<file path="config.mk">
export PLATFORM = sky130hd
export DESIGN_NAME = ccff_bitstream_loader
export DESIGN_NICKNAME = d
export VERILOG_FILES = /design/src/rtl/ccff_bitstream_loader.sv
export SDC_FILE = /design/constraint.sdc
export NUM_CORES = 1
export LEC_CHECK = 0
export CAP_MARGIN = 10
export CORE_AREA = 2 2 46 48
export DETAILED_ROUTE_END_ITERATION = 16
export DIE_AREA = 0 0 48 50
export PLACE_DENSITY = 0.88
export REMOVE_ABC_BUFFERS = 1
export SLEW_MARGIN = 20
export SYNTH_ARGS = -nofsm -noshare
export SYNTH_HDL_FRONTEND = slang
export SYNTH_SLANG_ARGS = --single-unit
</file>
<file path="constraint.sdc">
create_clock -name clk -period 4 [get_ports clk]
set_input_delay 0.4 -clock clk [delete_from_list [all_inputs] [get_ports clk]]
set_output_delay 0.4 -clock clk [all_outputs]
set_load 0.02 [all_outputs]
</file>
<file path="src/rtl/ccff_bitstream_loader.sv">
// ccff_bitstream_loader: writer end of the configuration-chain protocol.
// Accepts bitstream words on a valid/ready interface and shifts them LSB first
// into a tile's ccff_head with a shift enable, until CHAIN_LEN bits are in.
// Optional readback packer of ccff_tail is enabled with `define CCFF_READBACK_EN.
module ccff_bitstream_loader #(
    parameter int unsigned WORD_W    = 4,
    parameter int unsigned CHAIN_LEN = 10
) (
    input  logic              clk,
    input  logic              reset,
    input  logic              start,
    input  logic              abort,
    input  logic [WORD_W-1:0] word_in,
    input  logic              word_valid,
    output logic              word_ready,
    output logic              ccff_head,
    output logic              ccff_shift_en,
    input  logic              ccff_tail,
`ifdef CCFF_READBACK_EN
    output logic [WORD_W-1:0] rb_word,
    output logic              rb_valid,
`endif
    output logic              busy,
    output logic              done
);

    localparam int unsigned   CW     = $clog2(CHAIN_LEN + 1);
    localparam int unsigned   WW     = $clog2(WORD_W + 1);
    localparam logic [CW-1:0] LEN_C  = CW'(CHAIN_LEN);
    localparam logic [WW-1:0] WORD_C = WW'(WORD_W);

    typedef enum logic [1:0] {
        ST_IDLE,
        ST_LOAD,
        ST_SHIFT,
        ST_DONE
    } state_t;

    state_t            state_q;
    logic [WORD_W-1:0] sr_q;
    logic [CW-1:0]     bit_cnt_q;
    logic [WW-1:0]     word_left_q;
    logic              head_q;
    logic              shift_en_q;
    logic              busy_q;
    logic              done_q;

    logic [CW-1:0]     remain_d;
    logic [WW-1:0]     word_len_d;
    logic [WORD_W-1:0] sr_d;
    logic              word_end;
    logic              last_bit;

    // Derived counter values: length of the next word and end-of-word / end-of-load flags
    always_comb begin
        remain_d   = LEN_C - bit_cnt_q;
        word_len_d = WORD_C;
        if (32'(remain_d) < WORD_W) begin
            word_len_d = WW'(remain_d);
        end
        sr_d     = sr_q >> 1;
        word_end = (word_left_q == WW'(1));
        last_bit = word_end && ((bit_cnt_q + CW'(1)) == LEN_C);
    end

    assign word_ready    = (state_q == ST_LOAD) && !abort;
    assign ccff_head     = head_q;
    assign ccff_shift_en = shift_en_q;
    assign busy          = busy_q;
    assign done          = done_q;

    // Load FSM; head/shift_en/busy/done are registered alongside the state
    always_ff @(posedge clk) begin
        if (reset) begin
            state_q     <= ST_IDLE;
            sr_q        <= '0;
            bit_cnt_q   <= '0;
            word_left_q <= '0;
            head_q      <= 1'b0;
            shift_en_q  <= 1'b0;
            busy_q      <= 1'b0;
            done_q      <= 1'b0;
        end else begin
            case (state_q)
                ST_IDLE, ST_DONE: begin
                    if (start) begin
                        state_q   <= ST_LOAD;
                        bit_cnt_q <= '0;
                        busy_q    <= 1'b1;
                        done_q    <= 1'b0;
                    end
                end
                ST_LOAD: begin
                    if (abort) begin
                        state_q <= ST_IDLE;
                        busy_q  <= 1'b0;
                    end else if (word_valid) begin
                        state_q     <= ST_SHIFT;
                        sr_q        <= word_in;
                        word_left_q <= word_len_d;
                        head_q      <= word_in[0];
                        shift_en_q  <= 1'b1;
                    end
                end
                ST_SHIFT: begin
                    if (abort) begin
                        state_q    <= ST_IDLE;
                        busy_q     <= 1'b0;
                        head_q     <= 1'b0;
                        shift_en_q <= 1'b0;
                    end else begin
                        sr_q        <= sr_d;
                        bit_cnt_q   <= bit_cnt_q + CW'(1);
                        word_left_q <= word_left_q - WW'(1);
                        if (word_end) begin
                            head_q     <= 1'b0;
                            shift_en_q <= 1'b0;
                            if (last_bit) begin
                                state_q <= ST_DONE;
                                busy_q  <= 1'b0;
                                done_q  <= 1'b1;
                            end else begin
                                state_q <= ST_LOAD;
                            end
                        end else begin
                            head_q <= sr_d[0];
                        end
                    end
                end
                default: begin
                    state_q <= ST_IDLE;
                end
            endcase
        end
    end

`ifdef CCFF_READBACK_EN
    logic [WORD_W-1:0] rb_sr_q;
    logic [WORD_W-1:0] rb_word_q;
    logic [WORD_W-1:0] rb_pack;
    logic [WW-1:0]     rb_cnt_q;
    logic [WW-1:0]     rb_fill;
    logic              rb_valid_q;
    logic              rb_clear;

    // Tail bits enter at the MSB; a partial word is right-aligned when flushed
    always_comb begin
        rb_pack             = rb_sr_q >> 1;
        rb_pack[WORD_W-1]   = ccff_tail;
        rb_fill             = rb_cnt_q + WW'(1);
        rb_clear            = (((state_q == ST_LOAD) || (state_q == ST_SHIFT)) && abort) ||
                              (((state_q == ST_IDLE) || (state_q == ST_DONE)) && start);
    end

    // Readback packer: emits one word per WORD_W shifted bits and at end of load
    always_ff @(posedge clk) begin
        if (reset) begin
            rb_sr_q    <= '0;
            rb_cnt_q   <= '0;
            rb_word_q  <= '0;
            rb_valid_q <= 1'b0;
        end else begin
            rb_valid_q <= 1'b0;
            if (rb_clear) begin
                rb_sr_q  <= '0;
                rb_cnt_q <= '0;
            end else if (shift_en_q) begin
                if ((rb_fill == WORD_C) || last_bit) begin
                    rb_word_q  <= rb_pack >> (WORD_C - rb_fill);
                    rb_valid_q <= 1'b1;
                    rb_sr_q    <= '0;
                    rb_cnt_q   <= '0;
                end else begin
                    rb_sr_q  <= rb_pack;
                    rb_cnt_q <= rb_fill;
                end
            end
        end
    end

    assign rb_word  = rb_word_q;
    assign rb_valid = rb_valid_q;
`else
    logic unused_tail;
    assign unused_tail = ccff_tail;
`endif

endmodule

</file>
==> reports/summary.txt, run 1 <==
Placed instance area -> 1170 um^2
Routed Antenna Nets -> 0
Power Density -> 311 nW/um^2
Final instance area -> 1200 um^2
Combinational power share -> 23.8%
Clk_lat worst skew -> 290 ps
Row count -> 16
Initial antenna violation count -> 0
Die area -> 2400 um^2
Critical path arrival -> 2000 ps
Vias in the first global route -> 959
Clock buffer count from CTS -> 3
Register bit total from synthesis -> 16
# Post-CTS Setup Buffers -> 0
Reg power frac -> 46.7%
P&R area growth vs syn -> 17.8%
Initial DRC count -> 22
MaxCap Viol Count -> 0
Number of hold buffers added after cts -> 0
Core area -> 1900 um^2
DIE WIDTH -> 48 um
Port-buffer cells -> 13
Mapped Avg Cell Area -> 7.91 um^2
Multi-input combinational cell area -> 644 um^2
Final core occ -> 63.2%
Largest area contributor in the netlist -> dfxtp_1
Status -> finished, final reports clean
Slew @ Worst Pin -> 677 ps
CTS tree -> done
Die Ht -> 50 um
Min Hold Slack -> 463 ps
First-pass GRT wire length -> 3.97 mm
FFs w/ async S/R, synth -> 0%
Worst VDD drop -> 0.186 mV
Aggregate global routing overflow -> 0
Worst setup EP type -> output port
Post-DP HPWL -> 1.63 mm
Fin. Hold Viols -> 0
Post-synthesis sequential area ratio -> 31.4%
Startpoint class of the critical path -> input port
Internal -> 266 uW
Fmax -> 417 MHz
Slew Limit Fails -> 0
Ports -> 15
Switching Share -> 29.0%
Top post-synthesis cells by count -> dfxtp_1, a21oi_1, nor2_1
Layout Nets -> 158
Post-synth top area share -> 31.4%
Fillers -> 160
Final Critical Period -> 2400 ps
Synth cell types -> 31
Final-report setup violation count -> 0
Psw -> 108 uW
Synthesis Warnings -> 0
Post-synthesis cell count -> 129
FF+latch area -> 320 um^2
Routability Congestion -> 0.909
Drt wl/cell -> 14.1 um
DRT Pass-1 Iters -> 4
Leak -> 0.429 nW
Primary FF master, synth -> dfxtp_1
# DRC -> 0
Number of flops mapped to enable cells by yosys -> 0
Setup Total Neg Slack -> 0 ps
Share of post-route cells with drive strength above 1 -> 4.26%
Top-count cell post-synth -> dfxtp_1
Root Driver -> clkbuf_4
Finished Layout Cells -> 168
Clock sink count -> 16
Mapped cell area -> 1020 um^2
Max-slew headroom -> 54.9%
DR vias -> 1012
CTS max path bufs -> 2
WP data required -> 3600 ps
Routed WL -> 2.36 mm
Hold/Removal Path Class -> flop to flop
Placed cells -> 164
Top cells by area, synth -> dfxtp_1, ha_1, mux2i_1
Largest net degree at the start of global routing -> 20
Period utilization -> 59.9%
Clk pwr share -> 29.5%
GR Util All Layers -> 23.0%
CTS resizes -> 0
Via-per-instance ratio -> 6.02
Post-Route Skew -> 3.26 ps
RSZ-0062 raised after global routing -> false
N_diodes -> 0
Crit path max fanout -> 13
H-tree depth -> 1
Starting Density -> 53.7%
Clk slew on worst S/H paths -> 100 ps
Crit Path Category -> input port to output port
[sequential cells by signal, summed over array words and instances (netlist names)]
name           cells
bit_cnt_q          4
sr_q               3
word_left_q        3
state_q            2
busy               1
ccff_head          1
ccff_shift_en      1
done               1
[worst paths after layout]
path / start / endpoint / slack (ps) / cells after the start
hold / removal: sr_q[3]$_SDFFE_PP0P_ / sr_q[3]$_SDFFE_PP0P_ / 460 / 2
setup / recovery: abort / word_ready / 1600 / 4
setup reg to reg: state_q[0]$_SDFFE_PP0P_ / word_left_q[2]$_SDFFE_PP0P_ / 1830 / 6
hold reg to reg: sr_q[3]$_SDFFE_PP0P_ / sr_q[3]$_SDFFE_PP0P_ / 460 / 2
[layout make-up]
cell class                 count  area share, %
tap                           27           2.81
timing repair buffer          13           10.8
sequential                    16           26.6
multi-input combinational     98           53.6
clock buffer                   4           3.02
inverter                      10           3.12
[critical path, stage by stage]
cell	delay (ps)
clkdlybuf4s50_1	620
nand2b_1	310
inv_1	70
clkdlybuf4s50_1	590
[per-layer routing]
metal  up-vias  global-route usage (%)  wire length [um]
li1        492                       -                 -
met1       479                    28.8              1050
met2        36                    35.8              1160
met3         5                    3.30               109
met4         0                    13.5                50
met5         -                       0                 0
[stage by stage]
stage,worst slack (ps),power (mW)
2_1_floorplan,2200,0.233
4_1_cts,1620,0.378
6_report,1600,0.374
3_5_place_dp,1630,0.266
3_3_place_gp,1660,0.263
5_1_grt,1550,0.395
[cells in the final DEF (no fill, tap or decap)]
cell,synthesis,routed
nand2b_1,6,6
clkbuf_8,0,1
inv_1,10,10
a311oi_1,1,1
or4_1,1,1
a21bo_2,1,1
a211oi_1,5,5
mux2i_1,7,7
o21a_1,2,2
nor2_1,11,11
nand2_1,9,9
nor3_1,6,6
clkdlybuf4s50_1,0,13
clkbuf_4,0,3
a211o_1,1,1
o221a_2,1,1
a31oi_1,2,2
nor3b_1,1,1
a221oi_1,1,1
o2111ai_1,1,1
o21ai_0,6,6
nand3_1,2,2
nor2b_1,4,4
a21boi_0,1,1
a2111oi_0,2,2
o211ai_1,4,4
a21oi_1,11,11
dfxtp_1,16,16
nand3b_1,2,2
a21o_1,2,2
and3b_1,1,1
ha_1,6,6
and2_1,1,1
[power by group through the flow]
stage	clock network, mW	logic (mW)	registers, mW
2_1_floorplan	0	0.0513	0.182
3_3_place_gp	0	0.0850	0.178
3_5_place_dp	0	0.0871	0.179
4_1_cts	0.115	0.0883	0.175
5_1_grt	0.121	0.0977	0.176
6_report	0.110	0.0891	0.175
[cell families (layout without fill, tap and decap cells)]
kind of cell	after synthesis	count (layout)	share of synthesized area, %
multiplexers	7	7	6.86
AND/OR/NAND/NOR	44	44	21.8
buffers and inverters	15	27	5.52
flip-flops	16	16	31.4
AO/OA/AOI/OAI	41	41	27.1
adder cells (fa/ha/maj)	6	6	7.35
Power figures use the tool's default switching activity.
==> run 2: changes to the inputs <==
--- a/config.mk
+++ b/config.mk
@@ -6,10 +6,10 @@
 export NUM_CORES = 1
 export LEC_CHECK = 0
 export CAP_MARGIN = 10
-export CORE_AREA = 2 2 46 48
+export CORE_AREA = 2 2 50 52
 export DETAILED_ROUTE_END_ITERATION = 16
-export DIE_AREA = 0 0 48 50
-export PLACE_DENSITY = 0.88
+export DIE_AREA = 0 0 52 54
+export PLACE_DENSITY = 0.8
 export REMOVE_ABC_BUFFERS = 1
 export SLEW_MARGIN = 20
 export SYNTH_ARGS = -nofsm -noshare
==> constraint.sdc (replaced) <==
create_clock -name clk -period 2.2 [get_ports clk]
set_input_delay 0.22 -clock clk [delete_from_list [all_inputs] [get_ports clk]]
set_output_delay 0.22 -clock clk [all_outputs]
set_load 0.02 [all_outputs]
==> run 2 against run 1 <==
Flip-flop and latch count did not move. Highest routed layer unchanged. Critical endpoint unchanged. Register-to-register slack got worse by 1400 ps. Worst hold slack barely moved. Sequential share of layout area fell by 0.73 points. Critical path depth rose by 1. Via count fell by 4.0%. Clock power rose by 78%.
==> reports/summary.txt, run 2 (synthesis results as in run 1) <==
Period utilization -> 87.9%
Worst setup EP type -> output port (unchanged)
Multi-input combinational cell area -> 644 um^2 (unchanged)
Placed cells -> 171 (was 164)
Clk slew on worst S/H paths -> 100 ps (about the same)
P&R area growth vs syn -> 21.1% (was 17.8%)
FF+latch area -> 320 um^2 (unchanged)
CTS tree -> done (unchanged)
Final-report setup violation count -> 0 (unchanged)
Layout Nets -> 162 (was 158)
Post-DP HPWL -> 1.65 mm (was 1.63 mm)
Biggest regs -> bit_cnt_q (4), sr_q (3), word_left_q (3) (unchanged)
Placement Setup Slack -> 308 ps (was 1630 ps)
CTS resizes -> 0 (unchanged)
Commonest non-fill, non-tap cells in the layout -> dfxtp_1, clkdlybuf4s50_1, a21oi_1, nor2_1, inv_1 (unchanged)
Crit Path Category -> flop to output port (was input port to output port)
DRT Pass-1 Iters -> 4 (unchanged)
Die Ht -> 54 um (was 50 um)
Routability Congestion -> 0.883 (was 0.909)
Via-per-instance ratio -> 5.55 (was 6.02)
RSZ-0062 raised after global routing -> false (unchanged)
Status -> finished, final reports clean (unchanged)
Number of hold buffers added after cts -> 0 (unchanged)
Routed Antenna Nets -> 0 (unchanged)
Crit path max fanout -> 5 (was 13)
Clock buffer count from CTS -> 3 (unchanged)
Power Density -> 548 nW/um^2 (was 311 nW/um^2)
First-pass GRT wire length -> 3.77 mm (was 3.97 mm)
Post-Route Skew -> 4.73 ps (was 3.26 ps)
Aggregate global routing overflow -> 0 (unchanged)
Psw -> 190 uW (was 108 uW)
Hold Crit Depth -> 2 (unchanged)
Initial antenna violation count -> 0 (unchanged)
Share of post-route cells with drive strength above 1 -> 6.90% (was 4.26%)
Fillers -> 215 (was 160)
Max-slew headroom -> 54.0% (was 54.9%)
Largest net degree at the start of global routing -> 20 (unchanged)
N_diodes -> 0 (unchanged)
# Post-CTS Setup Buffers -> 0 (unchanged)
Clk pwr share -> 29.0% (was 29.5%)
Largest Register -> bit_cnt_q (unchanged)
Ports -> 15 (unchanged)
Critical path arrival -> 1710 ps (was 2000 ps)
CTS max path bufs -> 2 (unchanged)
Hold/Removal Path Class -> flop to flop (unchanged)
Fin. Hold Viols -> 0 (unchanged)
Die area -> 2810 um^2 (was 2400 um^2)
Overall Power -> 677 uW (was 374 uW)
Startpoint class of the critical path -> flop (was input port)
Drt wl/cell -> 12.4 um (was 14.1 um)
GR Util All Layers -> 18.2% (was 23.0%)
# DRC -> 0 (unchanged)
Combinational power share -> 24.1% (was 23.8%)
MaxCap Viol Count -> 0 (unchanged)
Min Hold Slack -> 463 ps (about the same)
Placed instance area -> 1200 um^2 (was 1170 um^2)
Clock sink count -> 16 (unchanged)
Starting Density -> 44.0% (was 53.7%)
Final core occ -> 53.3% (was 63.2%)
Reg power frac -> 46.9% (was 46.7%)
Port-buffer cells -> 13 (unchanged)
H-tree depth -> 1 (unchanged)
Initial DRC count -> 7 (was 22)
Internal -> 487 uW (was 266 uW)
Fmax -> 517 MHz
DIE WIDTH -> 52 um (was 48 um)
DR vias -> 972 (was 1012)
R2R depth -> 6 (unchanged)
Worst R2R End -> word_left_q[2]$_SDFFE_PP0P_ (unchanged)
Vias in the first global route -> 896 (was 959)
Clk_lat worst skew -> 290 ps (about the same)
Final Critical Period -> 1930 ps
Finished Layout Cells -> 175 (was 168)
Setup Total Neg Slack -> 0 ps (unchanged)
WP data required -> 1980 ps (was 3600 ps)
Worst setup slack after layout -> 266 ps (was 1600 ps)
Root Driver -> clkbuf_4 (unchanged)
Leak -> 0.450 nW (was 0.429 nW)
Min-delay src -> done$_SDFFE_PP0P_ (was sr_q[3]$_SDFFE_PP0P_)
R2R setup slack -> 390 ps (was 1830 ps)
Worst VDD drop -> 0.367 mV (was 0.186 mV)
Row count -> 18 (was 16)
Final instance area -> 1240 um^2 (was 1200 um^2)
Slew Limit Fails -> 0 (unchanged)
Most common cell after layout, fill and taps aside -> dfxtp_1 (unchanged)
Max reg flops -> 4 (unchanged)
Switching Share -> 28.1% (was 29.0%)
Core area -> 2320 um^2 (was 1900 um^2)
Slew @ Worst Pin -> 688 ps (was 677 ps)
Worst Hold Path EP -> done$_SDFFE_PP0P_ (was sr_q[3]$_SDFFE_PP0P_)
Routed WL -> 2.17 mm (was 2.36 mm)
Origin of the critical flop-to-flop path -> state_q[1]$_SDFFE_PP0P_ (was state_q[0]$_SDFFE_PP0P_)
[run 2: cell types whose count changed in the layout (fill, tap and decap cells not counted), sizes merged]
cell	before	now
buf	0	4
[run 2: cell type report]
class	count	share of cell area [%]
clock buffer	4	2.94
timing repair buffer	17	13.0
sequential	16	25.9
multi-input combinational	98	52.1
tap	30	3.04
inverter	10	3.04
[run 2: power by group through the flow]
stage	Clock, mW	Combinational, mW	Sequential (mW)
detailed placement	0	0.163	0.325
CTS	0.204	0.164	0.318
finish	0.196	0.163	0.318
global route	0.222	0.180	0.321
floorplan	0	0.0932	0.331
global placement	0	0.158	0.323
[run 2: worst max path at each step]
stage / startpoint / endpoint / slack [ps] / depth (start not counted)
finish: state_q[1]$_SDFFE_PP0P_ / word_ready / 270 / 5
global placement: abort / word_left_q[2]$_SDFFE_PP0P_ / 340 / 5
CTS: state_q[1]$_SDFFE_PP0P_ / word_ready / 270 / 5
global route: state_q[1]$_SDFFE_PP0P_ / word_ready / 130 / 5
floorplan: state_q[0]$_SDFFE_PP0P_ / word_left_q[2]$_SDFFE_PP0P_ / 400 / 6
detailed placement: abort / word_left_q[2]$_SDFFE_PP0P_ / 310 / 5
[run 2: metal layers]
metal | global-route usage (%) | wire (um) | vias up
met5 | 0 | 0 | -
met4 | 11.0 | 47 | 0
met3 | 2.50 | 70 | 5
met2 | 31.4 | 1030 | 16
met1 | 21.4 | 1020 | 451
li1 | - | - | 500
[run 2: critical path, cell delays in order (launching register included)]
cell and delay (ps):
dfxtp_1 320, inv_1 70, ha_1 230, nand2b_1 130
inv_1 70, clkdlybuf4s50_1 590
==> run 3: changes to the inputs <==
--- a/config.mk
+++ b/config.mk
@@ -9,7 +9,7 @@
 export CORE_AREA = 2 2 50 52
 export DETAILED_ROUTE_END_ITERATION = 16
 export DIE_AREA = 0 0 52 54
-export PLACE_DENSITY = 0.8
+export PLACE_DENSITY = 0.71
 export REMOVE_ABC_BUFFERS = 1
 export SLEW_MARGIN = 20
 export SYNTH_ARGS = -nofsm -noshare
==> run 3 against run 2 <==
First-iteration DRC count up 57%. Utilization fell by 0.32 points. Wire length shrank 1.4%. Cell count decreased by 0.57%. Die area did not move. Register-to-register slack worse by 100 ps.
==> reports/summary.txt, run 3 (synthesis results as in run 1) <==
# DRC -> 0 (unchanged)
Hold/Removal Path Class -> flop to flop (unchanged)
Max-slew headroom -> 56.1% (was 54.0%)
Core area -> 2320 um^2 (unchanged)
First-pass GRT wire length -> 3.63 mm (was 3.77 mm)
Row count -> 18 (unchanged)
RSZ-0062 raised after global routing -> false (unchanged)
Via-per-instance ratio -> 5.52 (was 5.55)
Root Driver -> clkbuf_4 (unchanged)
Aggregate global routing overflow -> 0 (unchanged)
Post-Route Skew -> 7.41 ps (was 4.73 ps)
Clk_lat worst skew -> 290 ps (about the same)
P&R area growth vs syn -> 20.3% (was 21.1%)
Max reg flops -> 4 (unchanged)
Drt wl/cell -> 12.3 um (was 12.4 um)
Worst setup EP type -> output port (unchanged)
Worst R2R End -> word_left_q[2]$_SDFFE_PP0P_ (unchanged)
Critical path arrival -> 1740 ps (was 1710 ps)
N_diodes -> 0 (unchanged)
Clock sink count -> 16 (unchanged)
Worst setup path endpoint -> word_ready (unchanged)
Setup Total Neg Slack -> 0 ps (unchanged)
Port-buffer cells -> 13 (unchanged)
Worst VDD drop -> 0.314 mV (was 0.367 mV)
Startpoint class of the critical path -> flop (unchanged)
GR Util All Layers -> 17.3% (was 18.2%)
Crit path max fanout -> 5 (unchanged)
Clock buffer count from CTS -> 3 (unchanged)
Biggest regs -> bit_cnt_q (4), sr_q (3), word_left_q (3) (unchanged)
Crit path from -> state_q[1]$_SDFFE_PP0P_ (unchanged)
Die area -> 2810 um^2 (unchanged)
R2R depth -> 6 (unchanged)
# Post-CTS Setup Buffers -> 0 (unchanged)
Clk slew on worst S/H paths -> 100 ps (about the same)
Number of hold buffers added after cts -> 0 (unchanged)
CTS tree -> done (unchanged)
Layout Nets -> 161 (was 162)
WP data required -> 1980 ps (about the same)
Starting Density -> 44.0% (unchanged)
CTS max path bufs -> 2 (unchanged)
R2R setup slack -> 290 ps (was 390 ps)
DIE WIDTH -> 52 um (unchanged)
Vias in the first global route -> 867 (was 896)
Fillers -> 228 (was 215)
Final-report setup violation count -> 0 (unchanged)
Status -> finished, final reports clean (unchanged)
Commonest non-fill, non-tap cells in the layout -> dfxtp_1, clkdlybuf4s50_1, a21oi_1, nor2_1, inv_1 (unchanged)
Share of post-route cells with drive strength above 1 -> 6.25% (was 6.90%)
Routability Congestion -> 0.843 (was 0.883)
Fin. Hold Viols -> 0 (unchanged)
CTS resizes -> 0 (unchanged)
Largest net degree at the start of global routing -> 20 (unchanged)
Routed WL -> 2.14 mm (was 2.17 mm)
Ports -> 15 (unchanged)
Slew Limit Fails -> 0 (unchanged)
MaxCap Viol Count -> 0 (unchanged)
Routed Antenna Nets -> 0 (unchanged)
DR vias -> 961 (was 972)
Fmax -> 510 MHz (was 517 MHz)
Origin of the critical flop-to-flop path -> state_q[0]$_SDFFE_PP0P_ (was state_q[1]$_SDFFE_PP0P_)
DRT Pass-1 Iters -> 5 (was 4)
Initial antenna violation count -> 0 (unchanged)
Overall Power -> 679 uW (was 677 uW)
Largest Register -> bit_cnt_q (unchanged)
Leak -> 0.445 nW (was 0.450 nW)
Post-DP HPWL -> 1.60 mm (was 1.65 mm)
Crit Path Category -> flop to output port (unchanged)
Power Density -> 553 nW/um^2 (was 548 nW/um^2)
H-tree depth -> 1 (unchanged)
Most common cell after layout, fill and taps aside -> dfxtp_1 (unchanged)
Slew @ Worst Pin -> 657 ps (was 688 ps)
Final Critical Period -> 1960 ps (was 1930 ps)
Initial DRC count -> 11 (was 7)
Period utilization -> 89.2% (was 87.9%)
Die Ht -> 54 um (unchanged)
==> run 3: final cells by class <==
cell class | count | area (um^2) | area share, %
multi-input combinational | 98 | 644 | 52.4
sequential | 16 | 320 | 26.1
timing repair buffer | 16 | 153 | 12.4
inverter | 10 | 37.5 | 3.05
tap | 30 | 37.5 | 3.05
clock buffer | 4 | 36.3 | 2.95
==> run 3: report_power, final <==
group	internal (mW)	total [mW]	switching (mW)
clock network	0.101	0.200	0.0994
logic	0.0783	0.161	0.0832
registers	0.307	0.317	0.0103
total	0.486	0.679	0.193
==> run 3: worst min path at each step <==
stage,from,endpoint,slack (ps),cells past startpoint
floorplan,reset,bit_cnt_q[0]$_SDFFE_PP0P_,290,1
global placement,sr_q[3]$_SDFFE_PP0P_,sr_q[3]$_SDFFE_PP0P_,440,2
detailed placement,done$_SDFFE_PP0P_,done$_SDFFE_PP0P_,450,2
CTS,done$_SDFFE_PP0P_,done$_SDFFE_PP0P_,460,2
global route,done$_SDFFE_PP0P_,done$_SDFFE_PP0P_,480,2
finish,done$_SDFFE_PP0P_,done$_SDFFE_PP0P_,460,2
==> run 3: critical path, cell delays in order, from the launching register on <==
cell	delay (ps)
dfxtp_1	330
inv_1	70
ha_1	240
nand2b_1	140
inv_1	70
clkdlybuf4s50_1	590
==> run 3: routing by layer <==
| metal | part of all wire (%) | global-route usage (%) |
|---|---|---|
| met5 | 0 | 0 |
| met4 | 1.8 | 7.46 |
| met3 | 3.3 | 3.33 |
| met2 | 46 | 29.1 |
| met1 | 48 | 21.6 |
==> run 3: stage by stage <==
step / cell area (um^2) / std cells / hold WS (ps) / setup slack [ps] / utilization (%)
4_1_cts: 1230 / 174 / 465 / 234 / 53.0
3_5_place_dp: 1190 / 170 / 450 / 265 / 51.4
6_report: 1230 / 174 / 458 / 238 / 53.0
2_1_floorplan: 1000 / 124 / 289 / 402 / -
3_3_place_gp: 1190 / 170 / 443 / 294 / 51.4
5_1_grt: 1230 / 174 / 479 / 115 / 53.0
